`src/rtl/nibble_serial_adder.sv`:
```
// Multi-cycle WIDTH-bit adder built from a single 4-bit adder slice.
// Operands are latched on an accepted start. One nibble is added per clock,
// LSB nibble first, with the nibble carry registered between steps.
//
// state | meaning
// IDLE  | waiting for start
// RUN   | adding nibble idx (0..N-1), busy high
// DONE  | one-cycle result strobe; start here chains straight into RUN
module nibble_serial_adder #(
  parameter int WIDTH = 16
) (
  input  logic             clk,
  input  logic             rst_n,
  input  logic             start,
  input  logic [WIDTH-1:0] a,
  input  logic [WIDTH-1:0] b,
  input  logic             cin,
  output logic             busy,
  output logic             done,
  output logic [WIDTH-1:0] sum,
  output logic             cout,
  output logic             ovf
);

  localparam int N  = WIDTH / 4;
  localparam int IW = (N > 1) ? $clog2(N) : 1;
  localparam logic [IW-1:0] LAST = IW'(N - 1);

  typedef enum logic [1:0] {IDLE, RUN, DONE} state_t;

  state_t           state, state_nx;
  logic [WIDTH-1:0] a_q, b_q, sum_upd;
  logic             carry_q;
  logic [IW-1:0]    idx;
  logic [3:0]       a_nib, b_nib, s_nib;
  logic             c_nib;
  logic             accept, last;

  assign accept = start && ((state == IDLE) || (state == DONE));
  assign last   = (idx == LAST);
  assign busy   = (state == RUN);
  assign done   = (state == DONE);

  // Nibble slice: select the current operand nibbles and add with the chained carry
  always_comb begin
    a_nib   = '0;
    b_nib   = '0;
    sum_upd = sum;
    for (int i = 0; i < N; i++) begin
      if (idx == IW'(i)) begin
        a_nib = a_q[4*i +: 4];
        b_nib = b_q[4*i +: 4];
      end
    end
    {c_nib, s_nib} = {1'b0, a_nib} + {1'b0, b_nib} + {4'b0000, carry_q};
    for (int i = 0; i < N; i++) begin
      if (idx == IW'(i)) sum_upd[4*i +: 4] = s_nib;
    end
  end

  // State register
  always_ff @(posedge clk or negedge rst_n) begin
    if (!rst_n) state <= IDLE;
    else        state <= state_nx;
  end

  // Next-state logic; start while RUN is dropped, not queued
  always_comb begin
    state_nx = state;
    case (state)
      IDLE:    if (start) state_nx = RUN;
      RUN:     if (last)  state_nx = DONE;
      DONE:    state_nx = start ? RUN : IDLE;
      default: state_nx = IDLE;
    endcase
  end

  // Operand latch and per-nibble accumulation; results hold until next accept
  always_ff @(posedge clk or negedge rst_n) begin
    if (!rst_n) begin
      a_q     <= '0;
      b_q     <= '0;
      carry_q <= 1'b0;
      idx     <= '0;
      sum     <= '0;
      cout    <= 1'b0;
      ovf     <= 1'b0;
    end else if (accept) begin
      a_q     <= a;
      b_q     <= b;
      carry_q <= cin;
      idx     <= '0;
      sum     <= '0;
      cout    <= 1'b0;
      ovf     <= 1'b0;
    end else if (state == RUN) begin
      sum     <= sum_upd;
      carry_q <= c_nib;
      idx     <= idx + 1'b1;
      if (last) begin
        cout <= c_nib;
        // carry into the MSB is a^b^s at that bit; XOR with carry out gives overflow
        ovf  <= a_nib[3] ^ b_nib[3] ^ s_nib[3] ^ c_nib;
      end
    end
  end

endmodule

```
`config.mk`:
```
export PLATFORM = sky130hd
export DESIGN_NAME = nibble_serial_adder
export DESIGN_NICKNAME = d
export VERILOG_FILES = /design/src/rtl/nibble_serial_adder.sv
export SDC_FILE = /design/constraint.sdc
export NUM_CORES = 1
export LEC_CHECK = 0
export CAP_MARGIN = 30
export CORE_MARGIN = 2
export CORE_UTILIZATION = 35
export CTS_CLUSTER_DIAMETER = 200
export DETAILED_ROUTE_END_ITERATION = 6
export DONT_BUFFER_PORTS = 1
export GPL_ROUTABILITY_DRIVEN = 0
export PLACE_DENSITY = 0.46
export SLEW_MARGIN = 20
export SYNTH_ARGS = -nofsm -noshare
export SYNTH_HDL_FRONTEND = slang
export SYNTH_SLANG_ARGS = --single-unit
export TNS_END_PERCENT = 20
```
`constraint.sdc`:
```
create_clock -name clk -period 4.2 [get_ports clk]
set_input_delay 0 -clock clk [delete_from_list [all_inputs] [get_ports clk]]
set_output_delay 0 -clock clk [all_outputs]
set_load 0.1 [all_outputs]
```
==> impl_metrics.sql, run 1 <==
INSERT INTO impl_metrics (metric_group, metric, value, unit) VALUES
('run_status', 'outcome', 'finished, final reports clean', ''),
('global_routing', 'first_global_vias', '2013', ''),
('sta', 'layout_worst_path_cycle_share', '0.847', ''),
('synthesis', 'synth.area.top_cells', 'sky130_fd_sc_hd__dfrtp_1, sky130_fd_sc_hd__nand2_1, sky130_fd_sc_hd__a21oi_1', ''),
('finish', 'area_growth', '22.3', '%'),
('clocking', 'tritoncts', 'done', ''),
('global_routing', 'met3_demand_to_capacity_share_in_global_routing', '0.0392', ''),
('power', 'power', '2.86', 'mW'),
('hold_path', 'hold_path_class', 'in -> reg', ''),
('sta', 'finalClockSkew', '10.7', 'ps'),
('setup_path', 'capturing_element_type_of_the_critical_path', 'flip-flop', ''),
('setup_path', 'max_stage_delay', '630', 'ps'),
('sta', 'rsz0062_at_grt', 'no', ''),
('synthesis', 'post_synthesis_simple_gate_area_fraction', '0.262', ''),
('place', 'port_buffer_cells', '0', ''),
('setup_path', 'critical_path_required', '4420', 'ps'),
('route', 'drt_first_pass_iters', '4', ''),
('power', 'power_density', '893', 'nW/um^2'),
('synthesis', 'yosys.cell_types.count', '34', ''),
('place', 'placed_area', '2690', 'um^2'),
('sta', 'slew_viol_final', '0', ''),
('synthesis', 'post_synth_instance_area', '2620', 'um^2'),
('synthesis', 'synth_fa_ha_area_frac', '0.0487', ''),
('global_routing', 'globalRouteMet2Util', '0.256', ''),
('finish', 'nNetsFinal', '364', ''),
('clocking', 'clkSlewWorstSetupHoldPaths', '100', 'ps'),
('sta', 'setup_ws', '643', 'ps'),
('synthesis', 'ys_ff_latch', '55', ''),
('setup_path', 'worst_ep_arrival_time', '3780', 'ps'),
('synthesis', 'post_synth_inst_count', '290', ''),
('place', 'placedCellCount', '375', ''),
('sta', 'max-slew-margin-rel', '0.384', ''),
('floorplanning', 'die-width', '90.5', 'um'),
('clocking', 'tritoncts.num_buffers', '5', ''),
('clocking', 'cts-resized-gates', '0', ''),
('global_routing', 'antenna_found_initial', '0', ''),
('setup_path', 'startpoint_type', 'flip-flop', ''),
('global_routing', 'grt_start_max_net_pins', '56', ''),
('floorplanning', 'fp.coreArea', '7250', 'um^2'),
('synthesis', 'combinational_family_with_the_most_area_after_synthesis', 'simple AND/OR/NAND/NOR gates', ''),
('place', 'post-place-ws', '648', 'ps'),
('finish', 'drive_gt1_frac', '0.0844', ''),
('clocking', 'cts_max_path_bufs', '2', ''),
('finish', 'antenna_fix_cells', '0', ''),
('power', 'power.leakage', '1.51', 'nW'),
('floorplanning', 'effective_utilization_at_floorplan', '0.361', ''),
('synthesis', 'post_synth_edffs', '0', ''),
('synthesis', 'synthXorXnorAreaFrac', '0.0100', ''),
('global_routing', 'grtUsageTotal', '0.155', ''),
('finish', 'finalNonFillerCells', '419', ''),
('global_routing', 'met1_usage_in_global_routing', '0.203', ''),
('route', 'detail_route.vias_per_cell', '4.71', ''),
('floorplanning', 'placementRows', '31', ''),
('sta', 'final-setup-viol-count', '0', ''),
('route', 'detailedRoute.firstIterationViolations', '53', ''),
('sta', 'fmax', '281', 'MHz'),
('sta', 'post-route-min-period', '3560', 'ps'),
('route', 'route.detailed.wl_per_inst', '14.1', 'um'),
('synthesis', 'syn_area_per_cell', '9.04', 'um^2'),
('setup_path', 'timing.critical_path.cells', 'ha_1 -> nor2b_1 -> a221oi_1 -> nor3_1 -> a21oi_1 -> fa_1 -> fa_1 -> nand2b_1 -> o2bb2ai_1 -> xor2_1 -> o21ai_0', ''),
('synthesis', 'synth.net_count', '335', ''),
('synthesis', 'synth-main-ff-cell', 'sky130_fd_sc_hd__dfrtp_1', ''),
('synthesis', 'yosys-mux-area-fraction', '0', ''),
('run', 'cap_violations', '0', ''),
('route', 'postRouteAntennaNets', '0', ''),
('sta', 'timing_hold_violations_final', '0', ''),
('synthesis', 'async_reset_ff_frac', '1.00', ''),
('route', 'drt_drc_violations_left', '0', ''),
('synthesis', 'synth_largest_area_cell', 'sky130_fd_sc_hd__dfrtp_1', ''),
('finish', 'final_design_area_no_fill', '3210', 'um^2'),
('sta', 'worst_slew_pin_tran', '925', 'ps');
-- repair_timing --
action / 4_1_cts / 5_1_grt
hold buffers: 35 / 0
endpoints found under the hold margin: 88 / 0
buffers inserted: 0 / 0
-- metal layers --
| metal | vias up | part of all wire |
|---|---|---|
| met5 | - | 0 |
| met4 | 0 | 0.012 |
| met3 | 7 | 0.042 |
| met2 | 41 | 0.47 |
| met1 | 931 | 0.47 |
| li1 | 994 | - |
-- area by class of cell --
class,instances,area [um^2]
clock buffer,6,82.6
clock inverter,2,35.0
fill,767,4050
inverter,5,23.8
multi-input combinational,214,1150
sequential,55,1380
tap,99,124
timing repair buffer,38,418
-- placed cells by master, fill, tap and decap left out, types with 2 or more instances in the layout --
master                          instances
sky130_fd_sc_hd__nor2_1                 2
sky130_fd_sc_hd__xnor2_1                2
sky130_fd_sc_hd__buf_16                 2
sky130_fd_sc_hd__clkbuf_8               6
sky130_fd_sc_hd__dlygate4sd3_1         34
sky130_fd_sc_hd__nor2b_1                8
sky130_fd_sc_hd__a21oi_1               19
sky130_fd_sc_hd__o31ai_1                3
sky130_fd_sc_hd__nand2_1              116
sky130_fd_sc_hd__nand3b_1               2
sky130_fd_sc_hd__or2_2                  2
sky130_fd_sc_hd__or2_0                  6
sky130_fd_sc_hd__inv_1                  4
sky130_fd_sc_hd__nor3_1                 2
sky130_fd_sc_hd__fa_1                   2
sky130_fd_sc_hd__nor3_2                 2
sky130_fd_sc_hd__nand2_2                3
sky130_fd_sc_hd__a21o_1                 2
sky130_fd_sc_hd__a221oi_1               4
sky130_fd_sc_hd__nand2b_1               2
sky130_fd_sc_hd__o21ai_0               10
sky130_fd_sc_hd__a221oi_2               3
sky130_fd_sc_hd__ha_1                   7
sky130_fd_sc_hd__nand3_1                9
sky130_fd_sc_hd__dfrtp_1               55
-- cell families (layout without fill, tap and decap cells) --
kind of cell | Yosys count | count (layout)
simple gates | 157 | 157
compound gates | 45 | 45
xor+xnor | 3 | 3
buf+inv | 21 | 51
fa+ha+maj | 9 | 9
flops | 55 | 55
-- state kept, by name (all words and copies together), names as in the netlist --
signal   flops
state        2
sum         16
idx          2
ovf          1
cout         1
carry_q      1
b_q         16
a_q         16
-- power by group --
part / total, mW / internal [mW] / leakage (nW) / switching (mW)
registers: 1.24 / 0.743 / 0.700 / 0.496
logic: 1.26 / 0.482 / 0.748 / 0.780
clock network: 0.362 / 0.193 / 0.0612 / 0.169
total: 2.86 / 1.42 / 1.51 / 1.44
-- worst paths after layout --
path                       slack, ps     from  endpoint  depth (start not counted)
hold / removal                    50    start   sum[12]                          2
max in group asynchronous       3740    rst_n   a_q[10]                          2
setup / recovery                 640   idx[0]       ovf                         11
setup reg to reg                 640   idx[0]       ovf                         11
min in group asynchronous        180    rst_n    sum[3]                          2
hold reg to reg                  480  a_q[15]   a_q[15]                          2
-- critical path: cells and delay by family (launching register included) --
kind                     cells  cell delay, ps
adder cells (fa/ha/maj)      3            1290
AND/OR/NAND/NOR              3            1010
AO/OA/AOI/OAI                4             580
flip-flops                   1             440
XOR/XNOR                     1             160
No activity file was read; power rests on OpenSTA's default activity.
==> run 2, diff against run 1 <==
--- a/config.mk
+++ b/config.mk
@@ -12,7 +12,7 @@
 export DETAILED_ROUTE_END_ITERATION = 6
 export DONT_BUFFER_PORTS = 1
 export GPL_ROUTABILITY_DRIVEN = 0
-export PLACE_DENSITY = 0.46
+export PLACE_DENSITY = 0.48
 export SLEW_MARGIN = 20
 export SYNTH_ARGS = -nofsm -noshare
 export SYNTH_HDL_FRONTEND = slang
==> constraint.sdc (replaced) <==
create_clock -name clk -period 3.1 [get_ports clk]
set_input_delay 0 -clock clk [delete_from_list [all_inputs] [get_ports clk]]
set_output_delay 0 -clock clk [all_outputs]
set_load 0.1 [all_outputs]
==> impl_metrics.sql, run 2 (synthesis results as in run 1) <==
INSERT INTO impl_metrics (metric_group, metric, value, unit) VALUES
('sta', 'final-setup-viol-count', '0', ''),
('route', 'drt_first_pass_iters', '6', ''),
('power', 'pwr-share-comb', '0.484', ''),
('setup_path', 'startpoint_type', 'flip-flop', ''),
('finish', 'leading_cell_types_in_the_layout_fill_and_taps_excluded', 'sky130_fd_sc_hd__nand2_1, sky130_fd_sc_hd__dfrtp_1, sky130_fd_sc_hd__dlygate4sd3_1', ''),
('setup_path', 'crit_type', 'reg -> reg', ''),
('finish', 'area_growth', '24.9', '%'),
('global_routing', 'antenna_found_initial', '0', ''),
('power', 'pwr-share-seq', '0.393', ''),
('sta', 'post-route-min-period', '2830', 'ps'),
('sta', 'timing_hold_violations_final', '0', ''),
('finish', 'nNetsFinal', '374', ''),
('power', 'p_int', '1.99', 'mW'),
('sta', 'max-slew-margin-rel', '0.385', ''),
('place', 'post-place-ws', '118', 'ps'),
('power', 'switchingPower', '1.99', 'mW'),
('hold_path', 'hold_path_class', 'in -> reg', ''),
('finish', 'final_design_area_no_fill', '3270', 'um^2'),
('setup_path', 'critical-path-top-cell-by-count', 'sky130_fd_sc_hd__fa_1', ''),
('finish', 'post-route-util', '0.451', ''),
('global_routing', 'first_global_vias', '1954', ''),
('floorplanning', 'fp.coreArea', '7250', 'um^2'),
('setup_path', 'critPathMaxFanout', '11', ''),
('sta', 'fmax', '353', 'MHz'),
('power', 'clkPwrFrac', '0.123', ''),
('run_status', 'outcome', 'finished, final reports clean', ''),
('setup_path', 'critical_path.n_buffers_inverters', '2', ''),
('floorplanning', 'effective_utilization_at_floorplan', '0.361', ''),
('route', 'postRouteAntennaNets', '0', ''),
('sta', 'finalClockSkew', '7.63', 'ps'),
('global_routing', 'gr-total-overflow', '0', ''),
('sta', 'setup_total_neg_slack', '0', 'ps'),
('sta', 'worst_slew_pin_tran', '922', 'ps'),
('power', 'power.leakage', '1.56', 'nW'),
('route', 'detailedRoute.firstIterationViolations', '59', ''),
('global_routing', 'grtUsageTotal', '0.157', ''),
('finish', 'antenna_fix_cells', '0', ''),
('setup_path', 'max_stage_delay', '470', 'ps'),
('floorplanning', 'placementRows', '31', ''),
('power', 'power', '3.98', 'mW'),
('finish', 'nFillCells', '747', ''),
('sta', 'slew_viol_final', '0', ''),
('place', 'placed_area', '2780', 'um^2'),
('setup_path', 'worst_ep_arrival_time', '3060', 'ps'),
('clocking', 'cts_sinks', '55', ''),
('sta', 'setup_ws', '270', 'ps'),
('clocking', 'ctsRootBufferMaster', 'sky130_fd_sc_hd__clkbuf_8', ''),
('clocking', 'cts_max_path_bufs', '2', ''),
('run', 'cap_violations', '0', ''),
('clocking', 'clkSlewWorstSetupHoldPaths', '100', 'ps'),
('setup_path', 'capturing_element_type_of_the_critical_path', 'flip-flop', ''),
('power', 'switching_share_of_power', '0.500', ''),
('place', 'port_buffer_cells', '0', ''),
('clocking', 'tritoncts.num_buffers', '5', ''),
('finish', 'drive_gt1_frac', '0.118', ''),
('floorplanning', 'die-width', '90.5', 'um'),
('power', 'power_density', '1220', 'nW/um^2'),
('route', 'drt_drc_violations_left', '0', ''),
('setup_path', 'worst_path_max_delay_cell', 'sky130_fd_sc_hd__fa_1', ''),
('setup_path', 'crit_family', 'adder cells', ''),
('floorplanning', 'dieArea', '8200', 'um^2'),
('floorplanning', 'pin_count', '56', ''),
('floorplanning', 'die_h', '90.5', 'um'),
('power', 'power.ir.vdd_worst', '0.000359', 'V'),
('route', 'final_wirelength', '6170', 'um'),
('global_routing', 'grt_pass1_wl', '10300', 'um'),
('route', 'via_count', '1990', ''),
('route', 'route.detailed.wl_per_inst', '14.4', 'um'),
('clocking', 'tritoncts', 'done', ''),
('route', 'detail_route.vias_per_cell', '4.64', ''),
('clocking', 'htree_levels', '2', ''),
('place', 'detailed_place_hpwl', '4210', 'um'),
('setup_path', 'critical_path_required', '3330', 'ps'),
('clocking', 'clkLatencyLatePin', '310', 'ps'),
('finish', 'mostFrequentLayoutCell', 'sky130_fd_sc_hd__nand2_1', ''),
('setup_path', 'timing.critical_path.cells', 'inv_1 -> ha_1 -> buf_6 -> a221oi_1 -> nor3_1 -> a21oi_1 -> fa_1 -> fa_1 -> nand2b_1 -> o2bb2ai_1 -> xor2_1 -> o21ai_0', ''),
('global_routing', 'grt_start_max_net_pins', '56', ''),
('finish', 'largestRegisters', 'a_q x16, b_q x16, sum x16', ''),
('sta', 'layout_worst_path_cycle_share', '0.913', '');
==> run 2: cell count changes in the layout (fill, tap and decap cells not counted), sizes merged <==
cell	before	now
buf	4	14
==> run 2: cell type report <==
type,instances,area [um^2],area share
sequential,55,1380,0.420
clock buffer,6,82.6,0.0252
tap,99,124,0.0378
inverter,5,23.8,0.00726
multi-input combinational,214,1160,0.353
clock inverter,2,35.0,0.0107
timing repair buffer,48,477,0.146
==> run 2: worst paths after layout <==
path	from	depth (start not counted)	to	slack, ps
max	idx[1]	12	ovf	270
min	start	2	sum[10]	40
max reg2reg	idx[1]	12	ovf	270
min reg2reg	a_q[7]	2	a_q[7]	480
max in group asynchronous	rst_n	2	b_q[6]	2650
min in group asynchronous	rst_n	2	sum[9]	210
==> run 2: per-layer routing <==
metal / up-vias / track usage / wire [um]
li1: 1017 / - / -
met1: 932 / 0.233 / 3080
met2: 35 / 0.233 / 2820
met3: 6 / 0.0376 / 221
met4: 0 / 0.0346 / 46
met5: - / 0 / 0
==> run 2: power by group through the flow <==
| stage | Combinational [mW] | Sequential (mW) | Clock [mW] |
|---|---|---|---|
| final | 1.93 | 1.57 | 0.489 |
| after floorplan | 1.33 | 1.62 | 0 |
| after CTS | 1.94 | 1.57 | 0.507 |
| after global routing | 2.17 | 1.61 | 0.544 |
| after detailed placement | 1.88 | 1.59 | 0 |
| after global placement | 1.84 | 1.59 | 0 |
==> run 2: what timing repair did <==
| item | CTS | global route |
|---|---|---|
| gates resized for setup | 0 | 4 |
| buffers inserted | 0 | 0 |
| endpoints found under the setup margin | 0 | 6 |
| endpoints found under the hold margin | 88 | 0 |
| hold buffers | 35 | 0 |
==> run 2: per-stage QoR <==
stage,std cells,hold WS (ps)
floorplan,290,-296
finish,429,42.1
global route,429,47.6
detailed placement,386,-294
CTS,429,43.6
global placement,385,-294
